===== src/rtl/fifo_read_serializer.sv =====
// fifo_read_serializer
//
// Read-side stage placed directly after a synchronous FIFO that has a 1-cycle
// read latency. It pops wide FIFO words, keeps one word being serialized plus
// one prefetched word, and sends each word out as RATIO narrower beats on a
// valid/ready stream, lowest slice first. Because of the prefetch slot,
// back-to-back words stream with no idle cycles between them.
//
// Parameters
//   IN_WIDTH   FIFO word width (an integer multiple of OUT_WIDTH)
//   OUT_WIDTH  output beat width (IN_WIDTH/OUT_WIDTH must be >= 2)
//   CNT_WIDTH  width of the wrapping completed-word counter
//
// Ports
//   clk_i         clock; all state changes on the rising edge
//   rst_i         synchronous active-high reset
//   fifo_data_i   FIFO read data, valid in the cycle after a pop
//   fifo_empty_i  FIFO empty flag
//   fifo_rd_en_o  FIFO pop request
//   m_data_o      current output beat
//   m_valid_o     beat valid
//   m_ready_i     downstream ready
//   m_last_o      final beat of the current word
//   word_count_o  number of fully emitted words (wraps)
module fifo_read_serializer #(
  parameter int IN_WIDTH  = 64,
  parameter int OUT_WIDTH = 16,
  parameter int CNT_WIDTH = 16
) (
  input  logic                 clk_i,
  input  logic                 rst_i,
  input  logic [IN_WIDTH-1:0]  fifo_data_i,
  input  logic                 fifo_empty_i,
  output logic                 fifo_rd_en_o,
  output logic [OUT_WIDTH-1:0] m_data_o,
  output logic                 m_valid_o,
  input  logic                 m_ready_i,
  output logic                 m_last_o,
  output logic [CNT_WIDTH-1:0] word_count_o
);

  localparam int RATIO = IN_WIDTH / OUT_WIDTH;
  localparam int IDX_W = (RATIO > 1) ? $clog2(RATIO) : 1;
  localparam logic [IDX_W-1:0] LAST_IDX = IDX_W'(RATIO - 1);

  logic [IN_WIDTH-1:0]  cur_word;
  logic [IN_WIDTH-1:0]  next_word;
  logic                 cur_valid;
  logic                 next_valid;
  logic                 rd_pending;
  logic [IDX_W-1:0]     beat_idx;
  logic [CNT_WIDTH-1:0] word_count;

  logic [1:0]           occupancy;
  logic                 beat_fire;
  logic                 release_cur;
  logic [RATIO-1:0][OUT_WIDTH-1:0] cur_slices;

  // Occupancy counts every word we own or have already asked for: the word
  // being serialized, the prefetched word, and a read whose data arrives this
  // cycle. Popping only below two guarantees an arriving word always has a
  // free slot, and reset blocks pops so nothing new is requested during it.
  always_comb begin
    occupancy    = {1'b0, cur_valid} + {1'b0, next_valid} + {1'b0, rd_pending};
    fifo_rd_en_o = !rst_i && !fifo_empty_i && (occupancy < 2'd2);
  end

  // The output is a pure view of the current word. Reshaping the word into a
  // packed array of beats lets beat_idx select the slice directly, lowest
  // slice first. release_cur marks the acceptance of the final beat.
  always_comb begin
    cur_slices  = cur_word;
    m_data_o    = cur_slices[beat_idx];
    m_valid_o   = cur_valid;
    m_last_o    = cur_valid && (beat_idx == LAST_IDX);
    beat_fire   = cur_valid && m_ready_i;
    release_cur = beat_fire && (beat_idx == LAST_IDX);
  end

  assign word_count_o = word_count;

  // Slot management. A word arriving from the FIFO lands in cur when cur is
  // free (or is being released with nothing prefetched), otherwise in next.
  // When cur is released the prefetched word moves up, and an arriving word
  // refills whichever slot becomes free, so a word is never dropped or
  // reordered. A read in flight during reset is simply not captured.
  always_ff @(posedge clk_i) begin
    if (rst_i) begin
      cur_word   <= '0;
      next_word  <= '0;
      cur_valid  <= 1'b0;
      next_valid <= 1'b0;
      rd_pending <= 1'b0;
      beat_idx   <= '0;
      word_count <= '0;
    end else begin
      rd_pending <= fifo_rd_en_o;

      if (beat_fire) begin
        beat_idx <= release_cur ? '0 : beat_idx + IDX_W'(1);
      end

      if (release_cur) begin
        word_count <= word_count + CNT_WIDTH'(1);
      end

      if (release_cur) begin
        if (next_valid) begin
          cur_word <= next_word;
          if (rd_pending) begin
            next_word <= fifo_data_i;
          end else begin
            next_valid <= 1'b0;
          end
        end else if (rd_pending) begin
          cur_word <= fifo_data_i;
        end else begin
          cur_valid <= 1'b0;
        end
      end else if (rd_pending) begin
        if (!cur_valid && !next_valid) begin
          cur_word  <= fifo_data_i;
          cur_valid <= 1'b1;
        end else begin
          next_word  <= fifo_data_i;
          next_valid <= 1'b1;
        end
      end
    end
  end

endmodule


===== config.mk =====
export PLATFORM = sky130hd
export DESIGN_NAME = fifo_read_serializer
export DESIGN_NICKNAME = d
export VERILOG_FILES = /design/src/rtl/fifo_read_serializer.sv
export SDC_FILE = /design/constraint.sdc
export NUM_CORES = 1
export LEC_CHECK = 0
export BUFFER_PORTS_ARGS = -buffer_cell sky130_fd_sc_hd__buf_2
export CORE_MARGIN = 3
export CORE_UTILIZATION = 60
export CTS_CLUSTER_DIAMETER = 60
export DETAILED_ROUTE_END_ITERATION = 7
export PLACE_DENSITY = 0.85
export SETUP_SLACK_MARGIN = 0.02
export SYNTH_ARGS = -nofsm -noshare
export SYNTH_HDL_FRONTEND = slang
export SYNTH_SLANG_ARGS = --single-unit

===== constraint.sdc =====
create_clock -name clk_i -period 3.2 [get_ports clk_i]
set_clock_uncertainty 0.05 [all_clocks]
set_input_delay 0.48 -clock clk_i [delete_from_list [all_inputs] [get_ports clk_i]]
set_output_delay 0.48 -clock clk_i [all_outputs]
set_load 0.01 [all_outputs]

==> impl_metrics.csv <==
group,metric,value,unit
run_status,status,"finished clean",
timing,slew_headroom,0.464,
route,drc,0,
clock_tree,cts_tree,"done",
worst_hold_path,worstHoldPathType,"in -> reg",
clock_tree,insertion_delay,520,ps
timing,min_period_over_period,0.792,
clock_tree,clock-root-buffer,"sky130_fd_sc_hd__clkbuf_8",
timing,rsz_0062_raised_after_global_routing,"no",
route,detailedRoute.firstPassIterationCount,7,
worst_setup_path,worstPathMaxFanout,11,
worst_hold_path,holdCritStartpoint,"fifo_empty_i",
route,wl_per_cell,18.2,um
power,power.clock.fraction,0.450,
die,design.core.area,9950,um^2
placement,detailed_place_hpwl,10.8,mm
yosys,synth-simple-area-share,0.155,
die,start_util,0.630,
placement,pre_cts_slack,815,ps
clock_tree,cts_max_path_buffers,2,
clock_tree,clk_transition_reported_paths,60,ps
global_routing,pin_count_of_the_biggest_net_entering_global_routing,130,
global_routing,grtUsageTotal,0.301,
yosys,yosys_warnings,0,
die,io_pins,103,
die,die_w,108,um
layout,final_layout_size_suffix_gt1_frac,0.208,
timing,finalSetupTns,0,ps
yosys,synth_compound_area_frac,0.147,
die,die_h,108,um
clock_tree,holdBufCountCts,0,
timing,layout_min_cycle_time,2530,ps
yosys,synth_top_family_by_area,"multiplexers",
global_routing,antenna_found_initial,0,
worst_setup_path,setup.worst_path.class,"reg -> out",
yosys,area_share_of_the_leading_cell_type_in_the_synthesized_netlist,0.475,
yosys,synth_flop_cell,"sky130_fd_sc_hd__dfxtp_1",
power,netSwitchingFraction,0.246,
power,comb_power_share,0.110,
placement,finalWeightedCongestion,0.832,
worst_setup_path,r2r-start,"beat_idx[0]$_SDFFE_PP0P_",
yosys,postSynthCellCount,699,
clock_tree,cts_setup_buffers,0,
yosys,synth-edff-count,0,
global_routing,global_route_wire_length_before_repair,27.1,mm
yosys,postSynthAreaPerCell,8.98,um^2
global_routing,grt_pass1_vias,5191,
die,rows,36,
worst_setup_path,worst-endpoint-arrival,2000,ps
global_routing,grt_overflow,0,
timing,finalWorstSetupSlack,666,ps
power,vdd_drop_max,342,uV
power,leakage,3.23,nW
timing,slew_viol_final,0,
layout,multi_input_gate_area,3080,um^2
power,seq_power_share,0.440,
route,detailedRoute.firstIterationViolations,491,
flow_run,drv.max_cap_violation_count,0,
route,detailroute.via_count,5425,
yosys,yosysSeqAreaShare,0.475,
power,power_per_cell_area,628,nW/um^2
yosys,post_synth_instance_area,6270,um^2
yosys,synth_cell_type_count,32,
yosys,post_synthesis_share_of_cell_area_spent_on_xor_and_xnor_gates,0.0140,
placement,dpl_cell_area,6870,um^2
worst_setup_path,crit_path_start_kind,"flip-flop",
worst_setup_path,startpoint,"m_valid_o$_SDFFE_PP0P_",
yosys,synthMuxAreaShare,0.163,
layout,fillerInstances,657,
yosys,netlist_top_cells_area,"sky130_fd_sc_hd__dfxtp_1 (48%), sky130_fd_sc_hd__mux2i_1 (10%), sky130_fd_sc_hd__nand2_1 (8.4%)",
yosys,synth_async_sr_flop_share,0,
placement,port_buffers,102,
worst_setup_path,timing.critical_path.to_type,"primary output",
timing,finalSetupViolCount,0,
layout,mostFrequentLayoutCell,"sky130_fd_sc_hd__dfxtp_1",
yosys,cell_type_with_the_largest_total_area_after_synthesis,"sky130_fd_sc_hd__dfxtp_1",
route,via_cell_ratio,5.92,
yosys,yosys.area_share.adder,0.00598,
yosys,yosys_register_bits,149,
layout,sequential_cell_area,2980,um^2
clock_tree,clock_tree_sinks,149,
layout,final_cell_mix,"sky130_fd_sc_hd__dfxtp_1 (149), sky130_fd_sc_hd__nand2_1 (140), sky130_fd_sc_hd__buf_2 (101), sky130_fd_sc_hd__nor2_1 (77), sky130_fd_sc_hd__a21oi_1 (72)",
power,p_int,3.55,mW
timing,fmaxAchievable,0.395,GHz
power,net-switching-power,1.16,mW
yosys,net_count_synth,770,
clock_tree,ctsHtreeMaxLevel,4,
layout,area_growth_syn_to_layout,19.6,%
route,postRouteAntennaNets,0,
worst_setup_path,cp.required,2670,ps
route,routed_wl,16.6,mm
timing,finalHoldViolations,0,
die,design.die.area,11700,um^2
layout,finalInstanceArea,7510,um^2
clock_tree,numCtsBuffers,17,
layout,finalNetCount,841,
clock_tree,cts_resized,0,
timing,timing_worst_slew_pin_value,800,ps
worst_setup_path,r2r_slack,780,ps
[final timing paths]
kind                                end  cells past startpoint
max reg2reg  next_word[42]$_SDFFE_PP0P_                      6
max                        fifo_rd_en_o                      3
min               rd_pending$_SDFF_PP0_                      2
min reg2reg  next_word[32]$_SDFFE_PP0P_                      2
[synth_stat cells, drive strengths merged (4+ instances only)]
master / instances
dfxtp: 149
nand2: 140
nor2: 77
a21oi: 73
mux2i: 65
a211oi: 64
clkbuf: 42
buf: 17
mux4: 16
nand3: 7
o21ai: 7
xnor2: 7
nor3: 5
or3: 4
[worst max-delay path, stage by stage, from the launching register on]
cell                        delay, ps
sky130_fd_sc_hd__dfxtp_1          520
sky130_fd_sc_hd__ha_1             300
sky130_fd_sc_hd__a2111oi_0        460
sky130_fd_sc_hd__buf_2            220
[power by group through the flow]
stage	clock, mW	combinational (mW)	sequential [mW]
after global placement	0	0.479	2.10
after CTS	2.13	0.517	2.07
final	2.12	0.517	2.07
after global routing	2.22	0.573	2.08
after floorplan	0	0.347	2.06
after detailed placement	0	0.503	2.11
[sequential cells by signal, indices dropped and copies added (netlist names)]
register,count
next_word,64
m_valid_o,1
cur_slices,64
rd_pending,1
next_valid,1
word_count_o,16
beat_idx,2
[logic make-up (layout without fill, tap and decap cells)]
family,count (synthesis),in the layout
and+or+nand+nor,244,244
xor gates and xnor gates,10,10
muxes,82,82
DFF,149,149
AOI/OAI and AO/OA,149,149
adders and majority gates,3,3
buffers and inverters,62,145
other,0,1
[per-stage QoR]
stage | std cells | util | hold WS (ps) | power, mW
6_report | 916 | 0.754 | 91.6 | 4.71
5_1_grt | 915 | 0.754 | 83.4 | 4.88
4_1_cts | 915 | 0.754 | 78.5 | 4.72
3_5_place_dp | 884 | 0.690 | 396 | 2.61
3_3_place_gp | 884 | 0.690 | 390 | 2.58
2_1_floorplan | 699 | - | 386 | 2.41
[area by class of cell]
| type | count | area share |
|---|---|---|
| multi-input cells | 488 | 0.410 |
| flip-flops and latches | 149 | 0.397 |
| repair buffers | 111 | 0.0840 |
| clock buffers | 18 | 0.0570 |
| clock inverters | 13 | 0.0275 |
| well taps | 133 | 0.0222 |
| inverters | 3 | 0.00150 |
| diodes | 1 | 0.000333 |
[metal layers]
layer	track usage	wire [um]	share of wire
met5	0	0	0
met3	0.0579	1220	0.073
met4	0.0974	326	0.020
met2	0.504	8210	0.49
met1	0.396	6880	0.41
(Power assumes the default switching activity.)
